File: config.mk
export PLATFORM = sky130hd
export DESIGN_NAME = tcm_image_loader
export DESIGN_NICKNAME = d
export VERILOG_FILES = /design/src/rtl/tcm_image_loader.sv
export SDC_FILE = /design/constraint.sdc
export NUM_CORES = 1
export LEC_CHECK = 0
export ABC_AREA = 1
export CELL_PAD_IN_SITES_DETAIL_PLACEMENT = 2
export CELL_PAD_IN_SITES_GLOBAL_PLACEMENT = 2
export CORE_ASPECT_RATIO = 1.75
export CORE_MARGIN = 10
export CORE_UTILIZATION = 32
export CTS_CLUSTER_SIZE = 12
export DETAILED_ROUTE_END_ITERATION = 12
export PLACE_DENSITY = 0.83
export SETUP_SLACK_MARGIN = 0.15
export SYNTH_ARGS = -nofsm -noshare
export SYNTH_HDL_FRONTEND = slang
export SYNTH_SLANG_ARGS = --single-unit
File: constraint.sdc
create_clock -name clk -period 3.1 [get_ports clk]
set_input_delay 0.465 -clock clk [delete_from_list [all_inputs] [get_ports clk]]
set_output_delay 0.465 -clock clk [all_outputs]
set_load 0.01 [all_outputs]
File: src/rtl/tcm_image_loader.sv
`default_nettype none
// ============================================================================
// Module      : tcm_image_loader
// Description : Boot-image loader. Packs a valid/ready byte stream into
//               DATA_W-bit words, writes them to the selected TCM channels
//               through an SRAM write port, optionally zero-fills the rest
//               of the memory and holds the core in reset until complete.
// Revision    : 1.0 - initial release
// ============================================================================
module tcm_image_loader #(
    parameter int unsigned DATA_W         = 32,
    parameter int unsigned ADDR_W         = 14,
    parameter int unsigned NUM_CH         = 2,
    parameter bit          FIRST_BYTE_LSB = 1'b1,
    parameter bit          ZERO_FILL      = 1'b1
) (
    input  logic              clk,
    input  logic              rst_n,
    input  logic              start_i,
    input  logic [NUM_CH-1:0] ch_mask_i,
    input  logic [ADDR_W-1:0] base_addr_i,
    input  logic [ADDR_W:0]   len_words_i,
    input  logic              byte_vld_i,
    input  logic [7:0]        byte_data_i,
    output logic              byte_rdy_o,
    output logic [NUM_CH-1:0] ram_cs_o,
    output logic              ram_we_o,
    output logic [ADDR_W-1:0] ram_addr_o,
    output logic [DATA_W-1:0] ram_wdata_o,
    input  logic              ram_rdy_i,
    output logic              busy_o,
    output logic              done_o,
    output logic              err_o,
    output logic              core_rst_n_o
);

    localparam int unsigned         c_BYTES     = DATA_W / 8;
    localparam int unsigned         c_IDX_W     = (c_BYTES > 1) ? $clog2(c_BYTES) : 1;
    localparam logic [c_IDX_W-1:0]  c_LAST_IDX  = c_IDX_W'(c_BYTES - 1);
    localparam logic [ADDR_W+1:0]   c_DEPTH     = {2'b01, {ADDR_W{1'b0}}};
    localparam logic [ADDR_W-1:0]   c_LAST_ADDR = {ADDR_W{1'b1}};

    typedef enum logic [2:0] {
        S_IDLE    = 3'd0,
        S_CHECK   = 3'd1,
        S_COLLECT = 3'd2,
        S_WRITE   = 3'd3,
        S_FILL    = 3'd4,
        S_DONE    = 3'd5
    } state_t;

    state_t              state_q;
    logic [NUM_CH-1:0]   mask_q;
    logic [ADDR_W-1:0]   base_q;
    logic [ADDR_W:0]     len_q;
    logic [ADDR_W-1:0]   cur_q;
    logic [ADDR_W:0]     word_cnt_q;
    logic [c_IDX_W-1:0]  idx_q;
    logic [DATA_W-1:0]   pack_q;
    logic [DATA_W-1:0]   pack_d;

    logic                byte_rdy_q;
    logic [NUM_CH-1:0]   ram_cs_q;
    logic                ram_we_q;
    logic [ADDR_W-1:0]   ram_addr_q;
    logic [DATA_W-1:0]   ram_wdata_q;
    logic                busy_q;
    logic                done_q;
    logic                err_q;
    logic                core_rst_n_q;

    logic [c_IDX_W-1:0]  w_byte_pos;
    logic [ADDR_W+1:0]   w_end;
    logic                w_range_err;
    logic                w_take;
    logic [ADDR_W-1:0]   w_cur_next;
    logic [ADDR_W:0]     w_cnt_next;

    // Byte lane that the current stream byte lands in
    generate
        if (FIRST_BYTE_LSB) begin : g_lsb_first
            assign w_byte_pos = idx_q;
        end else begin : g_msb_first
            assign w_byte_pos = c_LAST_IDX - idx_q;
        end
    endgenerate

    assign w_end       = {2'b00, base_q} + {1'b0, len_q};
    assign w_range_err = (w_end > c_DEPTH) || (mask_q == '0);
    assign w_take      = byte_vld_i & byte_rdy_q;
    assign w_cur_next  = cur_q + ADDR_W'(1);
    assign w_cnt_next  = word_cnt_q + (ADDR_W+1)'(1);

    // Pack register with the incoming byte merged into its lane
    always_comb begin
        pack_d = pack_q;
        pack_d[{w_byte_pos, 3'b000} +: 8] = byte_data_i;
    end

    // Load sequencer; every output is a register updated here
    always_ff @(posedge clk or negedge rst_n) begin
        if (!rst_n) begin
            state_q      <= S_IDLE;
            mask_q       <= '0;
            base_q       <= '0;
            len_q        <= '0;
            cur_q        <= '0;
            word_cnt_q   <= '0;
            idx_q        <= '0;
            pack_q       <= '0;
            byte_rdy_q   <= 1'b0;
            ram_cs_q     <= '0;
            ram_we_q     <= 1'b0;
            ram_addr_q   <= '0;
            ram_wdata_q  <= '0;
            busy_q       <= 1'b0;
            done_q       <= 1'b0;
            err_q        <= 1'b0;
            core_rst_n_q <= 1'b0;
        end else begin
            case (state_q)
                S_IDLE, S_DONE: begin
                    if (start_i) begin
                        mask_q       <= ch_mask_i;
                        base_q       <= base_addr_i;
                        len_q        <= len_words_i;
                        err_q        <= 1'b0;
                        done_q       <= 1'b0;
                        core_rst_n_q <= 1'b0;
                        busy_q       <= 1'b1;
                        state_q      <= S_CHECK;
                    end
                end
                S_CHECK: begin
                    cur_q      <= base_q;
                    word_cnt_q <= '0;
                    idx_q      <= '0;
                    if (w_range_err) begin
                        err_q   <= 1'b1;
                        busy_q  <= 1'b0;
                        state_q <= S_IDLE;
                    end else if (len_q == '0) begin
                        if (ZERO_FILL) begin
                            ram_cs_q    <= mask_q;
                            ram_we_q    <= 1'b1;
                            ram_addr_q  <= base_q;
                            ram_wdata_q <= '0;
                            state_q     <= S_FILL;
                        end else begin
                            busy_q       <= 1'b0;
                            done_q       <= 1'b1;
                            core_rst_n_q <= 1'b1;
                            state_q      <= S_DONE;
                        end
                    end else begin
                        byte_rdy_q <= 1'b1;
                        state_q    <= S_COLLECT;
                    end
                end
                S_COLLECT: begin
                    if (w_take) begin
                        pack_q <= pack_d;
                        if (idx_q == c_LAST_IDX) begin
                            idx_q       <= '0;
                            byte_rdy_q  <= 1'b0;
                            ram_cs_q    <= mask_q;
                            ram_we_q    <= 1'b1;
                            ram_addr_q  <= cur_q;
                            ram_wdata_q <= pack_d;
                            state_q     <= S_WRITE;
                        end else begin
                            idx_q <= idx_q + c_IDX_W'(1);
                        end
                    end
                end
                S_WRITE: begin
                    if (ram_rdy_i) begin
                        cur_q      <= w_cur_next;
                        word_cnt_q <= w_cnt_next;
                        if (w_cnt_next == len_q) begin
                            if (ZERO_FILL && (cur_q != c_LAST_ADDR)) begin
                                ram_addr_q  <= w_cur_next;
                                ram_wdata_q <= '0;
                                state_q     <= S_FILL;
                            end else begin
                                ram_cs_q     <= '0;
                                ram_we_q     <= 1'b0;
                                busy_q       <= 1'b0;
                                done_q       <= 1'b1;
                                core_rst_n_q <= 1'b1;
                                state_q      <= S_DONE;
                            end
                        end else begin
                            ram_cs_q   <= '0;
                            ram_we_q   <= 1'b0;
                            byte_rdy_q <= 1'b1;
                            state_q    <= S_COLLECT;
                        end
                    end
                end
                S_FILL: begin
                    if (ram_rdy_i) begin
                        if (cur_q == c_LAST_ADDR) begin
                            ram_cs_q     <= '0;
                            ram_we_q     <= 1'b0;
                            busy_q       <= 1'b0;
                            done_q       <= 1'b1;
                            core_rst_n_q <= 1'b1;
                            state_q      <= S_DONE;
                        end else begin
                            cur_q      <= w_cur_next;
                            ram_addr_q <= w_cur_next;
                        end
                    end
                end
                default: state_q <= S_IDLE;
            endcase
        end
    end

    assign byte_rdy_o   = byte_rdy_q;
    assign ram_cs_o     = ram_cs_q;
    assign ram_we_o     = ram_we_q;
    assign ram_addr_o   = ram_addr_q;
    assign ram_wdata_o  = ram_wdata_q;
    assign busy_o       = busy_q;
    assign done_o       = done_q;
    assign err_o        = err_q;
    assign core_rst_n_o = core_rst_n_q;

endmodule
`default_nettype wire
Word-level counts from Yosys, hierarchy flattened
Index checks and enable logic that the tools add are counted.
Word-level totals
  register bits after elaboration: 150
  input port bits: 44
  output and inout bits: 54
  word-level logic and storage cells: 154
Cells by class
  add/sub/neg operators: 5
  order comparisons: 1
  equal/unequal tests: 25
  shifts and indexed selects: 2
  mux-type cells: 78
  bitwise logic cells: 1
  reduce and logical (&&, ||, !) cells: 26
Operators by type and width (number)
  32-bit two-way mux: 7
  14-bit two-way mux: 10
  32-bit one-hot mux with 3 select lines: 1
  14-bit one-hot mux with 4 select lines: 1
  14-bit one-hot mux with 3 select lines: 1
  32-bit bitwise mux: 1
  8-bit by 7-bit variable shift with 32-bit output, first input constant: 1
  8-bit by 7-bit variable part select with 32-bit output: 1
  2-bit inequality test, second input constant: 15
  15-bit one-hot mux with 2 select lines: 1
  1-bit two-way mux: 27
  3-bit two-way mux: 9
  2-bit two-way mux: 11
  14-bit by 15-bit adder with 16-bit output: 1
  16-bit by 15-bit > comparator with 1-bit output, second input constant: 1
  8-bit AND reduction: 2
  15-bit by 1-bit adder with 15-bit output, second input constant: 1
  15-bit equality test: 1
  15-bit zero test: 1
  15-bit two-way mux: 1
  3-bit one-hot mux with 5 select lines: 1
  14-bit by 1-bit adder with 14-bit output, second input constant: 1
  14-bit equality test, second input constant: 1
  14-bit inequality test, second input constant: 1
  other kinds (27): 40

Longest topological paths before layout
  word-level depth: 6
  gate-level depth with buffers: 19
  mapped depth without buffers: 17

Worst setup path after synthesis
No wires, ideal clock.
  kind: register to register
  start point: register len_q[0]
  end point: register ram_addr_q[10], in the netlist ram_addr_o[10]
  library setup time: 0.117 ns
  arrival: 2.544 ns
  data required time: 2.983 ns
  slack: 0.439 ns
  stages on the path, launching flop included: 17
  path buffers: 1
  clock period less this slack: 2.661 ns
  cells stage by stage: dfrtp_1 > ha_1 > fa_1 > or2_2 > nor2_1 > nand3_1 > nor2_1 > nand2_1 > nor2_1 > nand3_1 > o21ai_1 > nand2_1 > nand2_1 > nand3_2 > buf_2 > nand2_1 > nand2_1
Between the ends
  cells in the longest elaborated chain, start to end: 5
  elaborated cells between the ends (all ways): 9
  those cells by class: add/sub (1); order compare (1); eq/ne (4); reduce/logical (3)
Ends and longest elaborated chain
  start: declaration: line 55  | logic [ADDR_W:0] len_q;
  start signal: assignment: line 126  | len_q <= len_words_i;
  14-bit by 15-bit adder with 16-bit output: line 88  | assign w_end = {2'b00, base_q} + {1'b0, len_q};
  16-bit by 15-bit > comparator with 1-bit output: line 89  | assign w_range_err = (w_end > c_DEPTH) || (mask_q == '0);
  1-bit logical OR: line 89
  2-bit inequality test (no source line)
  10-bit AND reduction (no source line) (*)
  end signal: assignment: line 146  | ram_addr_q <= base_q;
  end signal: assignment: line 168  | ram_addr_q <= cur_q;
  end signal: assignment: line 182  | ram_addr_q <= w_cur_next;
  end: declaration: line 65  | logic [ADDR_W-1:0] ram_addr_q;
Every way passes the cells marked *; elsewhere a longest branch is shown, timed or not.
A chain may end at the register's enable or synchronous reset.

Final worst setup path
  start point: register len_q[0]
  end point: register ram_wdata_q[25], in the netlist ram_wdata_o[25]
Between the ends
  cells in the longest elaborated chain, start to end: 5
  elaborated cells between the ends (all ways): 9
  those cells by class: add/sub (1); order compare (1); eq/ne (4); reduce/logical (3)
Ends and longest elaborated chain
  14-bit by 15-bit adder with 16-bit output: line 88
  16-bit by 15-bit > comparator with 1-bit output: line 89
  1-bit logical OR: line 89
  2-bit inequality test (no source line)
  8-bit AND reduction (no source line) (*)
  end signal: assignment: line 169  | ram_wdata_q <= pack_d;
  end: declaration: line 66  | logic [DATA_W-1:0] ram_wdata_q;
Marked as above.

==> reports/qor.txt <==
clk slew on worst S/H paths: 0.07 ns
unrepaired setup endpoints after global routing: true
power density over cell area: 1190 nW/um^2
setup skew after layout: 0.0105 ns
die height: 241 microns
per-cell via count in the routed design: 5.30
input/output buffers: 97
total inserted antenna cells: 0
Final Hold Fails: 0
non-filler cells in the finished layout: 1739
Design Area, Final: 11400 sq um
routed wire length per instance: 22.2 microns
peak supply drop: 549 uV
post-synthesis area per instance: 7.13 sq um
Inst Count DP: 1695
pins over their slew limit: 0
post-synthesis net count: 1320
GRT overflow: 0
Worst R2R Path Depth: 16
type of destination of the critical path: flip-flop
clock root buffer: clkbuf_16
number of DRC markers in iteration 0: 449
Most used DFF post-synth: dfrtp_1
run status: complete, no violations
worst-margin pin slew: 0.863 ns
kind of start point of the critical path: flip-flop
CTS sink cnt: 150
global placer's final weighted congestion: 0.889
post-synthesis sequential element count: 150
clock tree from TritonCTS: done
count of different cell masters after synthesis: 37
fraction of final layout cells with drive strength greater than 1: 8.83%
Initial Util: 32.6%
largest fanout on the critical path: 8
area of the mapped netlist: 8930 sq um
Placeable Area: 27400 sq um
start-to-end type of the worst setup path: flip-flop to flip-flop
utilization after layout: 41.4%
largest net degree at the start of global routing: 65
DRC viols: 0
fill count: 3259
Maximum Capacitance Violations: 0
cell area after placement: 10400 sq um
ratio of final minimum period to clock period: 93.3%
number of endpoints failing setup at the final stage: 0
total via count in the routed design: 9209
clock network latency to the later pin of the worst-skew pair: 0.46 ns
synth-to-layout area growth: 27.2%
wirelength, routed: 38.5 mm
summed negative setup slack over all endpoints: 0 ns
via count of the first global-routing pass: 10582
cells after synthesis: 1253
overall track demand over capacity in global routing: 20.9%
nets: 1424
Hold/Removal Path Class: flip-flop to flip-flop
register area share after synthesis: 42.0%
level count of the clock H-tree: 4
dpl hpwl: 27.0 mm
hold path depth: 2
largest buffer count on any clock path: 2
data required time at the worst endpoint: 3.44 ns
count of TritonRoute iterations in the first routing pass: 4
initial antenna violation count: 0
CP Data Arrival Time: 3.23 ns
Synthesis Warnings: 0
area of the die: 35300 sq um
global-route wire length before repair: 57.9 mm
remaining antenna violation count after routing: 0
Std-Cell Rows: 80
number of I/O pins: 98
fraction of synthesis flops using an asynchronous set or reset pin: 100%
number of buffers inserted during clock tree synthesis: 17
Post-synth EDFFs: 0
Max Clock Freq: 0.346 GHz
horizontal die dimension: 146 microns
shortest period the worst path allows: 2.89 ns
Lkg Pwr: 5.42 nW
Slew Limit Headroom: 42.2%
==> report_power, final <==
| group | switching, mW | leakage (nW) | total, mW | internal [mW] |
|---|---|---|---|---|
| combinational | 4.97 | 3.17 | 7.73 | 2.76 |
| clock | 0.929 | 0.297 | 2.27 | 1.34 |
| sequential | 0.763 | 1.95 | 3.53 | 2.77 |
==> per-layer routing <==
metal  up-vias  track usage [%]  routed length [microns]
met3        96             3.04                     1000
met2       204             41.1                    21500
met4         0             11.7                     2310
met5         -                0                        0
li1       4240                -                        -
met1      4669             20.1                    13700
==> registers in the layout, indices dropped and copies added, names as in the netlist, 2 cells and up <==
register     cells
len_q           15
state_q          3
pack_q          32
ram_cs_o         2
ram_wdata_o     32
mask_q           2
idx_q            2
base_q          14
word_cnt_q      15
cur_q           14
ram_addr_o      14
==> synthesized netlist by cell type (2+ instances only) <==
| cell | number | area, sq um |
|---|---|---|
| a21oi_1 | 14 | 70.1 |
| a22oi_1 | 2 | 15.0 |
| buf_2 | 12 | 60.1 |
| buf_6 | 5 | 56.3 |
| clkbuf_1 | 33 | 124 |
| dfrtp_1 | 150 | 3750 |
| ha_1 | 22 | 275 |
| inv_1 | 199 | 747 |
| nand2_1 | 396 | 1490 |
| nand3_1 | 70 | 350 |
| nand3_2 | 3 | 30.0 |
| nand3b_1 | 7 | 52.6 |
| nand4_1 | 59 | 369 |
| nor2_1 | 84 | 315 |
| nor2_2 | 6 | 37.5 |
| nor3_1 | 2 | 10.0 |
| nor3_2 | 2 | 20.0 |
| nor4_1 | 2 | 12.5 |
| o211ai_1 | 6 | 45.0 |
| o21ai_0 | 103 | 515 |
| o21ai_1 | 3 | 15.0 |
| o21bai_1 | 3 | 22.5 |
| o221ai_1 | 11 | 96.3 |
| o22ai_1 | 41 | 257 |
| xnor3_1 | 3 | 67.6 |
| xor2_1 | 4 | 35.0 |
==> cell families (layout without fill, tap and decap cells) <==
family          Yosys count  count (layout)  synth area share, %
flops                   150             150                 42.0
xor+xnor                  8               8                 1.25
simple gates            633             633                 30.2
buf+inv                 252             369                 11.2
compound gates          187             187                 12.0
fa+ha+maj                23              23                 3.30
==> cell type report <==
class | instances | area (sq um) | share of cell area (%)
Clock inverter | 10 | 145 | 1.28
Tap cell | 369 | 462 | 4.06
Multi-Input combinational cell | 851 | 4360 | 38.4
Clock buffer | 22 | 474 | 4.17
Inverter | 201 | 754 | 6.64
Timing Repair Buffer | 136 | 1410 | 12.4
Sequential cell | 150 | 3760 | 33.1
==> worst max-delay path, cell delays in order (launching register included) <==
cell	delay, ns
dfrtp_1	0.41
ha_4	0.19
fa_2	0.41
or2_4	0.25
nor2_4	0.09
nand3_2	0.09
nor2_2	0.12
nand2_1	0.07
nor2_2	0.10
nand3_1	0.08
o21ai_1	0.16
nand2_2	0.13
nand2_8	0.15
nand3_4	0.16
clkbuf_16	0.24
nand2_1	0.06
nand2_1	0.05
==> cells in the final DEF, fill, tap and decap left out, types with 20 or more instances in the layout <==
master,n
nor2_1,77
clkbuf_16,20
inv_1,199
o21ai_0,103
dfrtp_1,147
nand2_1,380
buf_4,27
clkdlybuf4s50_1,96
nand4_1,59
o22ai_1,41
nand3_1,69
==> per-stage QoR <==
step / hold slack [ns] / setup WS, ns / power, mW
6_report: 0.481 / 0.208 / 13.5
5_1_grt: 0.508 / 0.0541 / 14.5
4_1_cts: 0.485 / 0.177 / 12.9
3_5_place_dp: 0.407 / -0.0290 / 10.4
3_3_place_gp: 0.408 / 0.125 / 10.0
2_1_floorplan: 0.169 / 0.439 / 7.53
==> repair_timing <==
| item | 4_1_cts | 5_1_grt |
|---|---|---|
| hold buffers | 1 | 0 |
| buffers inserted | 0 | 7 |
| pin swaps | 0 | 9 |
| gates resized for setup | 7 | 42 |
| cloned | 0 | 4 |
| endpoints found under the hold margin | 36 | 0 |
| setup endpoints to repair | 50 | 51 |
==> worst paths after layout <==
path / from / to / slack (ns)
setup / recovery: len_q[0] / ram_wdata_o[25] / 0.21
hold / removal: ram_wdata_o[17] / ram_wdata_o[17] / 0.48
setup reg to reg: len_q[0] / ram_wdata_o[25] / 0.21
hold reg to reg: ram_wdata_o[17] / ram_wdata_o[17] / 0.48
max in group asynchronous: rst_n / ram_wdata_o[31] / 1.83
min in group asynchronous: rst_n / base_q[6] / 0.49
Note: power is estimated with default switching activity, not from simulation.
